==> src/rtl/fp_add_seq_ctrl.sv <==
// Multi-cycle minifloat adder sequencer: compare, align (1 bit/cycle), add/sub, normalize, hold result.
// Optional macro FP_ADD_SUB_EN adds op_sub_i (A-B when set); undefined builds an A+B-only block.
module fp_add_seq_ctrl #(
  parameter int MANT_W = 3
) (
  input  logic              clk_i,
  input  logic              rst_ni,
  input  logic              in_valid_i,
  output logic              in_ready_o,
  input  logic [MANT_W+4:0] a_i,
  input  logic [MANT_W+4:0] b_i,
`ifdef FP_ADD_SUB_EN
  input  logic              op_sub_i,
`endif
  output logic              out_valid_o,
  input  logic              out_ready_i,
  output logic [MANT_W+4:0] res_o,
  output logic              ovf_o,
  output logic              uf_o,
  output logic              busy_o
);

  localparam int W     = MANT_W + 5;
  localparam int M     = MANT_W + 2;
  localparam int CNT_W = $clog2(MANT_W + 3);
  localparam logic [CNT_W-1:0] CNT_MAX = CNT_W'(MANT_W + 2);

  typedef enum logic [2:0] {
    S_IDLE  = 3'd0,
    S_ALIGN = 3'd1,
    S_ADD   = 3'd2,
    S_NORM  = 3'd3,
    S_DONE  = 3'd4
  } state_t;

  // Mantissa {carry, hidden, frac}; a zero exponent encodes the value zero.
  function automatic logic [M-1:0] mant_of(input logic [3:0] e, input logic [MANT_W-1:0] f);
    logic [M-1:0] m;
    if (e == 4'd0) begin
      m = {M{1'b0}};
    end else begin
      m = {1'b0, 1'b1, f};
    end
    return m;
  endfunction

  state_t             state_r, state_n;
  logic [3:0]         exp_r, exp_n;
  logic               sign_r, sign_n;
  logic [M-1:0]       big_r, big_n;
  logic [M-1:0]       small_r, small_n;
  logic [CNT_W-1:0]   cnt_r, cnt_n;
  logic               eff_sub_r, eff_sub_n;
  logic [W-1:0]       res_r, res_n;
  logic               ovf_r, ovf_n;
  logic               uf_r, uf_n;
  logic               in_ready_r, out_valid_r, busy_r;

  logic               sign_a_s, sign_b_s;
  logic [3:0]         exp_a_s, exp_b_s;
  logic [MANT_W-1:0]  frac_a_s, frac_b_s;
  logic [4:0]         diff_s, adiff_s;
  logic               a_big_s;
  logic [CNT_W-1:0]   cnt_cap_s;

  // Operand field decode and ordering used at the accept edge.
  always_comb begin
    sign_a_s = a_i[W-1];
    exp_a_s  = a_i[W-2:MANT_W];
    frac_a_s = a_i[MANT_W-1:0];
`ifdef FP_ADD_SUB_EN
    sign_b_s = b_i[W-1] ^ op_sub_i;
`else
    sign_b_s = b_i[W-1];
`endif
    exp_b_s  = b_i[W-2:MANT_W];
    frac_b_s = b_i[MANT_W-1:0];
    diff_s   = {1'b0, exp_a_s} - {1'b0, exp_b_s};
    adiff_s  = diff_s[4] ? (5'd0 - diff_s) : diff_s;
    a_big_s  = ({exp_a_s, frac_a_s} >= {exp_b_s, frac_b_s});
    if (adiff_s > 5'(MANT_W + 2)) begin
      cnt_cap_s = CNT_MAX;
    end else begin
      cnt_cap_s = adiff_s[CNT_W-1:0];
    end
  end

  // FSM state register.
  always_ff @(posedge clk_i or negedge rst_ni) begin
    if (!rst_ni) begin
      state_r <= S_IDLE;
    end else begin
      state_r <= state_n;
    end
  end

  // Next-state and datapath update logic.
  always_comb begin
    state_n   = state_r;
    exp_n     = exp_r;
    sign_n    = sign_r;
    big_n     = big_r;
    small_n   = small_r;
    cnt_n     = cnt_r;
    eff_sub_n = eff_sub_r;
    res_n     = res_r;
    ovf_n     = ovf_r;
    uf_n      = uf_r;
    case (state_r)
      S_IDLE: begin
        if (in_valid_i) begin
          eff_sub_n = sign_a_s ^ sign_b_s;
          cnt_n     = cnt_cap_s;
          ovf_n     = 1'b0;
          uf_n      = 1'b0;
          if (a_big_s) begin
            exp_n   = exp_a_s;
            sign_n  = sign_a_s;
            big_n   = mant_of(exp_a_s, frac_a_s);
            small_n = mant_of(exp_b_s, frac_b_s);
          end else begin
            exp_n   = exp_b_s;
            sign_n  = sign_b_s;
            big_n   = mant_of(exp_b_s, frac_b_s);
            small_n = mant_of(exp_a_s, frac_a_s);
          end
          state_n = S_ALIGN;
        end else begin
          state_n = S_IDLE;
        end
      end
      S_ALIGN: begin
        if (cnt_r != {CNT_W{1'b0}}) begin
          small_n = small_r >> 1;
          cnt_n   = cnt_r - CNT_W'(1);
        end else begin
          state_n = S_ADD;
        end
      end
      S_ADD: begin
        // Ordering at capture guarantees big >= small, so the difference never wraps.
        if (eff_sub_r) begin
          big_n = big_r - small_r;
        end else begin
          big_n = big_r + small_r;
        end
        state_n = S_NORM;
      end
      S_NORM: begin
        if (big_r == {M{1'b0}}) begin
          res_n   = {W{1'b0}};
          state_n = S_DONE;
        end else if (big_r[M-1]) begin
          if (exp_r == 4'hF) begin
            res_n   = {sign_r, 4'hF, {MANT_W{1'b1}}};
            ovf_n   = 1'b1;
            state_n = S_DONE;
          end else begin
            big_n = big_r >> 1;
            exp_n = exp_r + 4'd1;
          end
        end else if (!big_r[M-2]) begin
          if (exp_r == 4'd1) begin
            res_n   = {W{1'b0}};
            uf_n    = 1'b1;
            state_n = S_DONE;
          end else begin
            big_n = big_r << 1;
            exp_n = exp_r - 4'd1;
          end
        end else begin
          res_n   = {sign_r, exp_r, big_r[MANT_W-1:0]};
          state_n = S_DONE;
        end
      end
      S_DONE: begin
        if (out_ready_i) begin
          state_n = S_IDLE;
        end else begin
          state_n = S_DONE;
        end
      end
      default: begin
        state_n = S_IDLE;
      end
    endcase
  end

  // Datapath registers and handshake flags, the latter decoded from the next state.
  always_ff @(posedge clk_i or negedge rst_ni) begin
    if (!rst_ni) begin
      exp_r       <= 4'd0;
      sign_r      <= 1'b0;
      big_r       <= {M{1'b0}};
      small_r     <= {M{1'b0}};
      cnt_r       <= {CNT_W{1'b0}};
      eff_sub_r   <= 1'b0;
      res_r       <= {W{1'b0}};
      ovf_r       <= 1'b0;
      uf_r        <= 1'b0;
      in_ready_r  <= 1'b1;
      out_valid_r <= 1'b0;
      busy_r      <= 1'b0;
    end else begin
      exp_r       <= exp_n;
      sign_r      <= sign_n;
      big_r       <= big_n;
      small_r     <= small_n;
      cnt_r       <= cnt_n;
      eff_sub_r   <= eff_sub_n;
      res_r       <= res_n;
      ovf_r       <= ovf_n;
      uf_r        <= uf_n;
      in_ready_r  <= (state_n == S_IDLE);
      out_valid_r <= (state_n == S_DONE);
      busy_r      <= (state_n != S_IDLE);
    end
  end

  assign in_ready_o  = in_ready_r;
  assign out_valid_o = out_valid_r;
  assign busy_o      = busy_r;
  assign res_o       = res_r;
  assign ovf_o       = ovf_r;
  assign uf_o        = uf_r;

endmodule

==> config.mk <==
export PLATFORM = sky130hd
export DESIGN_NAME = fp_add_seq_ctrl
export DESIGN_NICKNAME = d
export VERILOG_FILES = /design/src/rtl/fp_add_seq_ctrl.sv
export SDC_FILE = /design/constraint.sdc
export NUM_CORES = 1
export LEC_CHECK = 0
export ABC_AREA = 1
export BUFFER_PORTS_ARGS = -buffer_cell sky130_fd_sc_hd__buf_2
export CAP_MARGIN = 20
export CORE_MARGIN = 8
export CORE_UTILIZATION = 64
export DETAILED_ROUTE_END_ITERATION = 8
export PLACE_DENSITY = 0.87
export SYNTH_ARGS = -nofsm -noshare
export SYNTH_HDL_FRONTEND = slang
export SYNTH_SLANG_ARGS = --single-unit
==> constraint.sdc <==
create_clock -name clk_i -period 5.9 [get_ports clk_i]
set_clock_uncertainty 0.15 [all_clocks]
set_input_delay 0.59 -clock clk_i [delete_from_list [all_inputs] [get_ports clk_i]]
set_output_delay 0.59 -clock clk_i [all_outputs]
set_load 0.005 [all_outputs]
Yosys cells after proc, flatten, opt, wreduce, memory -nomap -nowiden:

Index checks and enable logic that the tools add are counted.

* output and inout port bits: 13
* bits in registers: 35

* order comparisons: 2
* multiplexer cells: 53
* equality and inequality tests: 19
* reductions and logical operators: 20
* $add $sub $neg: 7
* bitwise operators: 1

Operator list (number)
* 2-to-1 mux 5 bit: 10
* 2-to-1 mux 4 bit: 11
* 2-to-1 mux 8 bit: 5
* 2-to-1 mux 3 bit: 10
* AND reduction 6 bit: 3
* != test 2 bit, second input constant: 8
* case mux 3 bit (5 select lines): 1
* case mux 5 bit (3 select lines): 1
* 2-to-1 mux 1 bit: 10
* case mux 5 bit (2 select lines): 1
* != test 3 bit, second input constant: 3
* AND reduction 3 bit: 3
* nonzero test 3 bit: 3
* zero test 4 bit: 2
* case mux 4 bit (2 select lines): 1
* >= comparator 7 bit: 1
* == test 3 x 2 -> 1 bit, second input constant: 2
* == test 3 bit, second input constant: 2
* zero test 3 bit: 2
* case mux 3 bit (2 select lines): 1
* adder 5 bit: 1
* > comparator 5 x 3 -> 1 bit, second input constant: 1
* zero test 5 bit: 1
* AND reduction 5 bit: 1
* 16 further kinds: 18

Logic depth before layout (Yosys ltp):

Gate-level depths: netlist (run 1).

* depth in word-level cells: 7
* depth in mapped cells: 15
* gate-level depth less buffers: 15

Least setup slack after synthesis (run 1):

Ideal clock, no wire load.

* path type: input-to-reg
* from: input port a_i[3]
* to: register cnt_r[2]
* required time: 5.632 ns
* library setup time: 0.118 ns
* buffers on the path: 0
* arrival time: 2.057 ns
* path slack: 3.576 ns
* cell stages on the path: 12
* cell sequence: inv_1 > ha_1 > inv_1 > fa_1 > inv_1 > ha_1 > inv_1 > nand3_1 > a21oi_1 > nand2_1 > nand2_1 > o21ai_2

* word-level cells in the longest chain between the ends: 7

Ends and longest elaborated chain
* start: declaration: RTL line 10 `input logic [MANT_W+4:0] a_i,`
* subtractor 4 x 4 -> 5 bit *: RTL line 78 `diff_s = {1'b0, exp_a_s} - {1'b0, exp_b_s};`
* subtractor 1 x 5 -> 5 bit: RTL line 79 `adiff_s = diff_s[4] ? (5'd0 - diff_s) : diff_s;`
* 2-to-1 mux 5 bit *: RTL line 79
* > comparator 5 x 3 -> 1 bit: RTL line 81 `if (adiff_s > 5'(MANT_W + 2)) begin`
* 2-to-1 mux 3 bit *: RTL line 81
* 2-to-1 mux 3 bit *: RTL line 111 `if (in_valid_i) begin`
* case mux 3 bit (2 select lines) *: RTL line 109 `case (state_r)`
* end signal: assignment: RTL line 196 `cnt_r <= {CNT_W{1'b0}};`
* end signal: assignment: RTL line 209 `cnt_r <= cnt_n;`
* end: declaration: RTL line 52 `logic [CNT_W-1:0] cnt_r, cnt_n;`

Every way passes the cells marked *; elsewhere a longest branch is shown, timed or not. The select of a mux whose other input is x is not followed.
A chain may end at the register's enable or synchronous reset.

Worst setup path in the final report (run 1):

* from: input port b_i[6]
* to: register exp_r[2]

* word-level cells in the longest chain between the ends: 4

Ends and longest elaborated chain
* start: declaration: RTL line 11 `input logic [MANT_W+4:0] b_i,`
* >= comparator 7 bit: RTL line 80 `a_big_s = ({exp_a_s, frac_a_s} >= {exp_b_s, frac_b_s});`
* 2-to-1 mux 4 bit: RTL line 116 `if (a_big_s) begin`
* 2-to-1 mux 4 bit: RTL line 111
* case mux 4 bit (2 select lines): RTL line 109
* end signal: assignment: RTL line 205 `exp_r <= exp_n;`
* end: declaration: RTL line 48 `logic [3:0] exp_r, exp_n;`

Every way passes these cells. The select of a mux whose other input is x is not followed.

==> metrics, run 1 <==
result of the run=finished, final reports clean; combinational share of power=0.569; input/output buffers=32; capture point of the worst reg-to-reg path=big_r[1]; post-cts resize count=0; Layout Nets=just under 500; setup TNS=0 ps; final routed DRC violation total=0; power per cell area=between 400 and 500 nW/um2; effective utilization at floorplan=0.658; die outline area=6840 um2; syn nets=463; First-pass DRT Iterations=5; pin count of the biggest net entering global routing=35; drt via density=5.46; number of buffers added by the clock tree synthesis step=5; largest fanout of any net on the critical path=15; sequential share of the synthesized area=0.299; post-route worst hold slack=212 ps; slew of the pin with the lowest slew margin=727 ps; Async SR Flop Fraction=1.00; total of max-cap violations=0; count of cells along the worst register-to-register path=9; core region area=between 4000 and 5000 um2; Core Rows=24; first-pass GRT wire length=11.1 mm; count of final max-slew check failures=0; horizontal die dimension=82.7 um; number of enable-type register cells in the synthesized netlist=0; initial antenna violation count=0; multi-input gate area in the final layout=around 1700 um2; post-synthesis to final-layout area growth=10.4%; number of H-tree levels=2; setup bufs post-CTS=0; yosys synthesis warning count=0; most frequent cell on the critical path=sky130_fd_sc_hd__nand2_1; number of buffers inserted by hold repair at cts=0; average instance area after synthesis=6.75 um2; Largest stage delay, worst path=570 ps; overall routing resource usage=0.204; number of distinct library cell variants in the gate-level netlist after synthesis=33; leakage power summed over all cells=1.78 nW; vias=2766; number of fill cells=between 300 and 400; total setup violations reported at the end of the flow=0; Clk Tree Root Cell=sky130_fd_sc_hd__clkbuf_8; Worst Path Required=5960 ps; CP startpoint kind=input pin; final antenna-violating net count=0; area occupied by registers=852 um2; worst-case vdd ir drop=0.000274 V; path type of the worst setup path=in -> reg; highest attainable clock frequency=roughly 390 MHz; Cell Chain, Critical Path=buf_2, inv_1, ha_1, nand2_1, nand2_1, nor2_1, nand3_2, nand2_1, nand3_1, a21oi_2; Critical Path AT=2630 ps; Clk network pwr share=0.129; final critical-path share of the clock period=0.436; Final Hold Viols=0; cell area after synthesis=2850 um2; synthesized instance count=422; Hold/Removal Path Class=in -> async; switching share of power=0.480; ys flop type=sky130_fd_sc_hd__dfrtp_1; clock slew at the register clock pins of the worst setup and hold paths=approximately 60 ps; Sink Count=34; Max-slew headroom=0.515; slowest cell on the critical path=sky130_fd_sc_hd__nor2_1; number of global-route vias before repair=2674; internal power of the cells=~0.00080 W; fraction of final layout cells with drive strength greater than 1=0.165; minimum period implied by the final worst setup slack=2570 ps; clock latency at the later pin of the worst-skew pair=around 290 ps; setup repair after global routing missed its margin=false; Crit Reg-Reg Startpoint=small_r[0]; net load switching power=between 0.0007 and 0.0008 W; per-cell routed wire length=~13 um; die outline height=approximately 83 um; final wirelength=6.61 mm; Iter 0 DRT Violations=200; Sequential Power Share=0.301; number of top-level pins=33; clock tree buffer depth=2; Setup crit end kind=register; diode insertion count for antenna repair=0; flip-flop and latch count after synthesis=34; weighted congestion at the end of routability-driven global placement=1.00; aggregate global routing overflow=0; placed wire-length estimate=approximately 5.2 mm; flop2flop setup slack=between 3000 and 4000 ps; TritonCTS clock tree=built
==> cells in the mapped netlist (2+ instances only) <==
cell                       number  area, um2
sky130_fd_sc_hd__nand3b_1       3       22.5
sky130_fd_sc_hd__nor2_1        47        176
sky130_fd_sc_hd__ha_1          19        238
sky130_fd_sc_hd__nor3_1         2       10.0
sky130_fd_sc_hd__dfrtp_1       33        826
sky130_fd_sc_hd__or2_2          3       18.8
sky130_fd_sc_hd__xor2_1         3       26.3
sky130_fd_sc_hd__nor2_4         2       22.5
sky130_fd_sc_hd__nand4_1       14       87.6
sky130_fd_sc_hd__clkbuf_1       3       11.3
sky130_fd_sc_hd__buf_2          2       10.0
sky130_fd_sc_hd__nand2_4        2       22.5
sky130_fd_sc_hd__o21ai_0       13       65.1
sky130_fd_sc_hd__nand3_1       45        225
sky130_fd_sc_hd__o21ai_1        3       15.0
sky130_fd_sc_hd__fa_1           2       40.0
sky130_fd_sc_hd__a21oi_2        5       43.8
sky130_fd_sc_hd__nand2_2        8       50.1
sky130_fd_sc_hd__nor2_2         4       25.0
sky130_fd_sc_hd__nand2_1      102        383
sky130_fd_sc_hd__a21oi_1       31        155
sky130_fd_sc_hd__inv_2          5       18.8
sky130_fd_sc_hd__nand3_4        2       35.0
sky130_fd_sc_hd__inv_1         60        225
==> placed cells by master (no fill, tap or decap), types with 2 or more instances in the layout <==
| cell | netlist | routed |
|---|---|---|
| sky130_fd_sc_hd__or2_2 | 3 | 3 |
| sky130_fd_sc_hd__a21oi_2 | 5 | 5 |
| sky130_fd_sc_hd__nand4_1 | 14 | 14 |
| sky130_fd_sc_hd__xor2_1 | 3 | 3 |
| sky130_fd_sc_hd__inv_2 | 5 | 5 |
| sky130_fd_sc_hd__clkbuf_8 | 0 | 8 |
| sky130_fd_sc_hd__dfrtp_1 | 33 | 33 |
| sky130_fd_sc_hd__o21ai_0 | 13 | 13 |
| sky130_fd_sc_hd__nor2_2 | 4 | 4 |
| sky130_fd_sc_hd__ha_1 | 19 | 19 |
| sky130_fd_sc_hd__nor2_1 | 47 | 47 |
| sky130_fd_sc_hd__a21oi_1 | 31 | 31 |
| sky130_fd_sc_hd__nand2_1 | 102 | 102 |
| sky130_fd_sc_hd__fa_1 | 2 | 2 |
| sky130_fd_sc_hd__inv_1 | 60 | 60 |
| sky130_fd_sc_hd__nand3_4 | 2 | 2 |
| sky130_fd_sc_hd__buf_2 | 2 | 32 |
| sky130_fd_sc_hd__nor2_4 | 2 | 2 |
| sky130_fd_sc_hd__nand3_1 | 45 | 45 |
| sky130_fd_sc_hd__nand2_2 | 8 | 8 |
| sky130_fd_sc_hd__o21ai_1 | 3 | 3 |
| sky130_fd_sc_hd__nor3_1 | 2 | 2 |
| sky130_fd_sc_hd__nand2_4 | 2 | 2 |
| sky130_fd_sc_hd__nand3b_1 | 3 | 3 |
==> stage by stage <==
| step | total power [W] | util | instances | setup slack, ps | area (um2) |
|---|---|---|---|---|---|
| after floorplan | 0.00112 | - | 422 | 3580 | 2850 |
| after global placement | 0.00129 | 0.701 | 499 | 3160 | 3030 |
| after CTS | 0.00153 | 0.727 | 507 | 3340 | 3140 |
| after global routing | 0.00169 | 0.727 | 507 | 3090 | 3140 |
| final | 0.00153 | 0.727 | 507 | 3330 | 3140 |
| after detailed placement | 0.00132 | 0.701 | 499 | 3070 | 3030 |
==> routing by layer <==
metal,share of wire,GRT usage,vias to the layer above
li1,-,-,1422
met1,0.41,0.228,1259
met2,0.52,0.371,74
met3,0.055,0.0411,11
met4,0.016,0.0759,0
met5,0,0,-
==> cells by family after synthesis <==
kind of cell | count (synthesis) | share of synthesized area
compound gates | 56 | 0.109
simple gates | 235 | 0.382
buf+inv | 73 | 0.103
flops | 34 | 0.299
xor+xnor | 3 | 0.00923
fa+ha+maj | 21 | 0.0976
==> power groups by stage <==
stage	registers [W]	logic [W]	clock network, W
global route	0.000476	0.00100	0.000209
finish	0.000461	0.000871	0.000198
floorplan	0.000428	0.000690	0
detailed placement	0.000462	0.000862	0
global placement	0.000457	0.000829	0
CTS	0.000459	0.000874	0.000201
==> worst max path at each step <==
stage,startpoint,endpoint,slack (ps),cells past startpoint
CTS,b_i[6],exp_r[2],3340,10
finish,b_i[6],exp_r[2],3330,10
global route,b_i[5],small_r[0],3090,10
detailed placement,b_i[6],small_r[3],3070,9
floorplan,a_i[3],cnt_r[2],3580,12
global placement,b_i[4],small_r[3],3160,9
==> layout make-up <==
class,instances,share of cell area
tap,52,0.0207
sequential,34,0.271
clock buffer,8,0.0350
multi-input combinational,315,0.542
timing repair buffer,32,0.0510
inverter,66,0.0804
==> worst max-delay path, delay by kind of cell <==
family / cells / cell delay, ps
simple gates: 6 / 1400
fa+ha+maj: 1 / 350
buf+inv: 2 / 140
compound gates: 1 / 140
==> sequential cells by signal, indices dropped and copies added (netlist names) <==
name         count
exp_r            4
out_valid_o      1
sign_r           1
big_r            5
small_r          4
cnt_r            3
busy_o           1
eff_sub_r        1
ovf_o            1
state_r          3
in_ready_o       1
uf_o             1
res_o            8
No activity file was read; power rests on OpenSTA's default activity.
==> run 2: changes to the inputs <==
CORE_UTILIZATION = 53   (was 64)
PLACE_DENSITY = 0.77   (was 0.87)
clock period = 2.1 ns   (was 5.9 ns; I/O delays follow)
==> metrics, run 2 (synthesis gave the netlist of run 1 again) <==
per-cell routed wire length=12.8 um (-2.0%); placed inst area=3150 um2 (+4.0%); Hold/Removal Path Class=in -> reg; placed wire-length estimate=5.36 mm (+2.2%); Core Rows=26 (+8.3%); count of cells along the worst register-to-register path=13 (+4); largest fanout of any net on the critical path=4 (-11); power per cell area=1370 nW/um2 (+180%); clock tree buffer depth=2 (unchanged); first-pass GRT wire length=11.5 mm (+3.5%); Critical Path AT=2070 ps (-560 ps); pin count of the biggest net entering global routing=35 (unchanged); Worst Path Required=2120 ps (-3840 ps); drt via density=5.19 (-4.8%); core region area=5140 um2 (+19%); worst-case vdd ir drop=0.000585 V (+110%); total power of the final layout=0.00455 W (+200%); effective utilization at floorplan=0.554 (-0.104); total setup violations reported at the end of the flow=0 (unchanged); Sink Count=34 (unchanged); fin util=0.647 (-0.0795); Crit Reg-Reg Startpoint=small_r[1]; final critical-path share of the clock period=0.977; TritonCTS clock tree=built; First-pass DRT Iterations=5 (unchanged); endpoint of the worst hold path=sign_r; final wirelength=6.89 mm (+4.2%); clock latency at the later pin of the worst-skew pair=290 ps (about the same); count of final max-slew check failures=0 (unchanged); final routed DRC violation total=0 (unchanged); initial antenna violation count=0 (unchanged); horizontal die dimension=89.3 um (+8.0%); number of placed instances, taps included=530 (+6.2%); result of the run=finished, final reports clean; number of top-level pins=33 (unchanged); hold path startpoint=b_i[7]; number of H-tree levels=2 (unchanged); Max-slew headroom=0.494 (-0.0218); flip-flop count of the largest register, all copies and words added=8 (unchanged); Cell Count, Final, Fillers Out=539 (+6.3%); aggregate global routing overflow=0 (unchanged); Layout Nets=509 (+2.8%); final antenna-violating net count=0 (unchanged); number of buffers added by the clock tree synthesis step=5 (unchanged); fraction of final layout cells with drive strength greater than 1=0.224 (+0.0590); Clk Tree Root Cell=sky130_fd_sc_hd__clkbuf_8; post-synthesis to final-layout area growth=16.8%; input/output buffers=32 (unchanged); number of global-route vias before repair=2696 (+0.82%); Final Hold Viols=0 (unchanged); flop2flop setup slack=50 ps (-3510 ps); CP startpoint kind=register; Setup crit end kind=register; minimum period implied by the final worst setup slack=about 2100 ps; clock slew at the register clock pins of the worst setup and hold paths=70 ps (about the same); capture point of the worst reg-to-reg path=big_r[2]; vias=2800 (+1.2%); overall routing resource usage=0.182 (-0.0223); die outline height=89.3 um (+8.0%); design area=3330 um2 (+5.9%); diode insertion count for antenna repair=0 (unchanged); Iter 0 DRT Violations=150 (-25%); setup repair after global routing missed its margin=true; highest attainable clock frequency=between 400 and 500 MHz; path type of the worst setup path=reg -> reg; total of max-cap violations=0 (unchanged); most frequent standard cell in the layout excluding fill and tap cells=sky130_fd_sc_hd__nand2_1; die outline area=7970 um2 (+17%); count of cells along the worst hold path=3; slew of the pin with the lowest slew margin=760 ps (+32.8 ps); weighted congestion at the end of routability-driven global placement=0.911 (-8.9%); leakage power summed over all cells=1.85 nW (+3.9%); setup TNS=0 ps (unchanged); most frequent cells in the layout=sky130_fd_sc_hd__nand2_1, sky130_fd_sc_hd__inv_1, sky130_fd_sc_hd__nor2_1, sky130_fd_sc_hd__nand3_1, sky130_fd_sc_hd__dfrtp_1; setup bufs post-CTS=0 (unchanged)
run 2: cell count changes in the layout (fill, tap and decap cells not counted), sizes merged:
cell	previous run	this run
buf	32	45
clkbuf	8	7
clkinv	0	1
dlygate4sd3	0	1
run 2: where the power goes:
group	total (W)	internal, W	leakage (nW)	switching (W)
logic	0.00281	0.00111	1.39	0.00170
registers	0.00124	0.000959	0.408	0.000284
clock network	0.000501	0.000265	0.0482	0.000236
run 2: stage by stage:
| step | worst slack, ps | hold slack, ps |
|---|---|---|
| final | 49.0 | 57.3 |
| after floorplan | 44.6 | -236 |
| after global routing | -63.3 | 85.6 |
| after global placement | -19.4 | 164 |
| after detailed placement | -92.3 | 174 |
| after CTS | -0.113 | 52.0 |
run 2: layout make-up:
class | instances | area (um2)
clock buffers | 7 | 86.3
clock inverters | 1 | 5.00
fillers | 514 | 1810
inverters | 66 | 253
multi-input cells | 315 | 1770
flip-flops and latches | 34 | 852
well taps | 70 | 87.6
repair buffers | 46 | 268
run 2: metal layers:
layer  share of wire  GRT usage  vias to the layer above
li1                -          -                     1454
met1            0.44      0.217                     1279
met2            0.50      0.321                       57
met3           0.049     0.0331                       10
met4           0.013     0.0544                        0
met5               0          0                        -
run 2: worst max-delay path by stage:
stage	start	endpoint	slack (ps)	cells past startpoint
floorplan	small_r[1]	big_r[1]	40	9
global placement	a_i[3]	cnt_r[2]	-20	13
detailed placement	a_i[3]	cnt_r[0]	-90	15
CTS	small_r[0]	big_r[3]	-0.1	13
global route	small_r[0]	big_r[4]	-60	12
finish	small_r[1]	big_r[2]	50	13
run 2: worst max-delay path: stages (launching register included):
cell                      delay (ps)
sky130_fd_sc_hd__dfrtp_1         360
sky130_fd_sc_hd__inv_2            60
sky130_fd_sc_hd__ha_4            160
sky130_fd_sc_hd__nor2_2           90
sky130_fd_sc_hd__nor2_1           50
sky130_fd_sc_hd__a22oi_1         150
sky130_fd_sc_hd__ha_1            300
sky130_fd_sc_hd__or2_4           270
sky130_fd_sc_hd__nand3_2          80
sky130_fd_sc_hd__nand3_2          50
sky130_fd_sc_hd__nand2_1          70
sky130_fd_sc_hd__nand2_2          50
sky130_fd_sc_hd__inv_2            50
sky130_fd_sc_hd__a21oi_2          50
run 2: timing repair:
action                                 CTS  global route
gates resized for setup                  5            16
pin swaps                                5            11
setup endpoints to repair                4             5
endpoints found under the hold margin   33             0
hold buffers                             1             0
==> run 3: changes to the inputs <==
CORE_UTILIZATION = 40   (was 53)
PLACE_DENSITY = 0.61   (was 0.77)
==> metrics, run 3 (synthesis gave the netlist of run 1 again) <==
number of fill cells=685 (+33%); TritonCTS clock tree=built; largest fanout of any net on the critical path=4 (unchanged); initial antenna violation count=0 (unchanged); count of final max-slew check failures=0 (unchanged); Crit Reg-Reg Startpoint=small_r[0]; endpoint of the worst hold path=sign_r; drt via density=4.89 (-5.8%); Max-slew headroom=0.489 (-0.00496); path type of the worst setup path=reg -> reg; most frequent cells in the layout=sky130_fd_sc_hd__nand2_1, sky130_fd_sc_hd__inv_1, sky130_fd_sc_hd__nor2_1, sky130_fd_sc_hd__nand3_1; Clk Tree Root Cell=sky130_fd_sc_hd__clkbuf_8; weighted congestion at the end of routability-driven global placement=0.892 (-2.1%); Cell Chain, Critical Path=inv_2, ha_4, nor2_2, nor2_1, a22oi_1, ha_1, a21oi_2, nand2_1, nand2_1, nand3_2, o21ai_1, nor2_1, a21boi_1; Layout Nets=513 (+0.79%); Final Hold Viols=0 (unchanged); total setup violations reported at the end of the flow=0 (unchanged); flip-flop count of the largest register, all copies and words added=8 (unchanged); Worst Path Required=2160 ps (+40 ps); placed wire-length estimate=5.57 mm (+3.8%); flop2flop setup slack=40 ps (about the same); leakage power summed over all cells=1.86 nW (+0.81%); most frequent standard cell in the layout excluding fill and tap cells=sky130_fd_sc_hd__nand2_1; number of global-route vias before repair=2616 (-3.0%); setup repair after global routing missed its margin=true; Iter 0 DRT Violations=121 (-19%); count of cells along the worst hold path=3 (unchanged); die outline area=10100 um2 (+26%); Sink Count=34 (unchanged); Largest stage delay, worst path=370 ps (about the same); final wirelength=6.85 mm (-0.55%); number of buffers added by the clock tree synthesis step=5 (unchanged); slowest cell on the critical path=sky130_fd_sc_hd__dfrtp_1; highest attainable clock frequency=485 MHz (-0.52%); final routed DRC violation total=0 (unchanged); setup TNS=0 ps (unchanged); clock slew at the register clock pins of the worst setup and hold paths=70 ps (about the same); number of top-level pins=33 (unchanged); number of H-tree levels=2 (unchanged); clock latency at the later pin of the worst-skew pair=290 ps (about the same); Core Rows=30 (+15%); Critical Path AT=2120 ps (+50 ps); Hold/Removal Path Class=in -> reg; aggregate global routing overflow=0 (unchanged); pin count of the biggest net entering global routing=35 (unchanged); input/output buffers=32 (unchanged); slew of the pin with the lowest slew margin=767 ps (+7.44 ps); final antenna-violating net count=0 (unchanged); core region area=6830 um2 (+33%); total power of the final layout=0.00468 W (+2.9%); First-pass DRT Iterations=4 (-1); count of cells along the worst register-to-register path=13 (unchanged); post-synthesis to final-layout area growth=20.0%; first-pass GRT wire length=11.5 mm (-0.11%); die outline height=100 um (+12%); capture point of the worst reg-to-reg path=big_r[3]; power per cell area=1370 nW/um2 (+0.11%); total of max-cap violations=0 (unchanged); vias=2784 (-0.57%); overall routing resource usage=0.139 (-0.0424); CP startpoint kind=register; hold path startpoint=b_i[7]; per-cell routed wire length=12.0 um (-5.8%); worst-case vdd ir drop=0.000472 V (-19%); diode insertion count for antenna repair=0 (unchanged); fraction of final layout cells with drive strength greater than 1=0.239 (+0.0150); clock tree buffer depth=2 (unchanged); effective utilization at floorplan=0.417 (-0.137); Setup crit end kind=register; horizontal die dimension=100 um (+12%); result of the run=finished, final reports clean; final critical-path share of the clock period=0.982 (+0.00507); minimum period implied by the final worst setup slack=2060 ps (+10.6 ps)
==> run 3: cell count changes in the layout (fill, tap and decap cells not counted), sizes merged <==
cell	before	now
buf	45	49
clkbuf	7	6
clkinvlp	0	1
==> run 3: critical path: cells and delay by family, from the launching register on <==
family / cells / cell delay [ps]
AOI/OAI and AO/OA: 4 / 540
adders and majority gates: 2 / 470
buffers and inverters: 1 / 60
DFF: 1 / 370
and+or+nand+nor: 6 / 400
==> run 3: layout make-up <==
class	count	area, um2	area share
Clock inverter	2	12.5	0.00366
Tap cell	96	120	0.0352
Inverter	66	253	0.0740
Multi-Input combinational cell	315	1800	0.526
Sequential cell	34	853	0.250
Timing Repair Buffer	50	298	0.0871
Clock buffer	6	82.6	0.0242
==> run 3: worst max-delay path by stage <==
stage,start,end,depth (start not counted)
after detailed placement,a_i[3],cnt_r[1],12
after global routing,small_r[0],big_r[3],13
final,small_r[0],big_r[3],13
after floorplan,small_r[1],big_r[1],9
after global placement,a_i[3],cnt_r[2],13
after CTS,small_r[0],big_r[1],9
==> run 3: where the power goes <==
group          internal (W)  leakage, nW  total [W]  switching, W
Combinational       0.00119         1.41    0.00294       0.00175
Sequential         0.000961        0.407    0.00123      0.000270
Clock              0.000263       0.0472   0.000510      0.000246
Total               0.00242         1.86    0.00468       0.00226
==> run 3: metal layers <==
| layer | global-route usage | part of all wire | wire length (um) |
|---|---|---|---|
| met4 | 0.0384 | 0.0099 | 68 |
| met3 | 0.0277 | 0.048 | 330 |
| met2 | 0.240 | 0.47 | 3200 |
| met1 | 0.171 | 0.47 | 3250 |
| met5 | 0 | 0 | 0 |
==> run 3: stage by stage <==
stage          area (um2)  utilization  hold WS, ps  setup WS [ps]  instances
6_report             3420        0.500         54.7           38.3        569
5_1_grt              3420        0.500         78.4           -132        569
4_1_cts              3340        0.489         53.0          -30.3        569
3_5_place_dp         3210        0.469          183          -74.5        559
3_3_place_gp         3210        0.469          180          -32.0        559
2_1_floorplan        2850            -         -236           44.6        422
==> run 3: timing repair <==
action / 4_1_cts / 5_1_grt
pin swaps: 1 / 16
resized for setup: 5 / 21
hold buffers: 1 / 0
endpoints found under the hold margin: 33 / 0
setup endpoints to repair: 4 / 5
setup buffers: 1 / 1
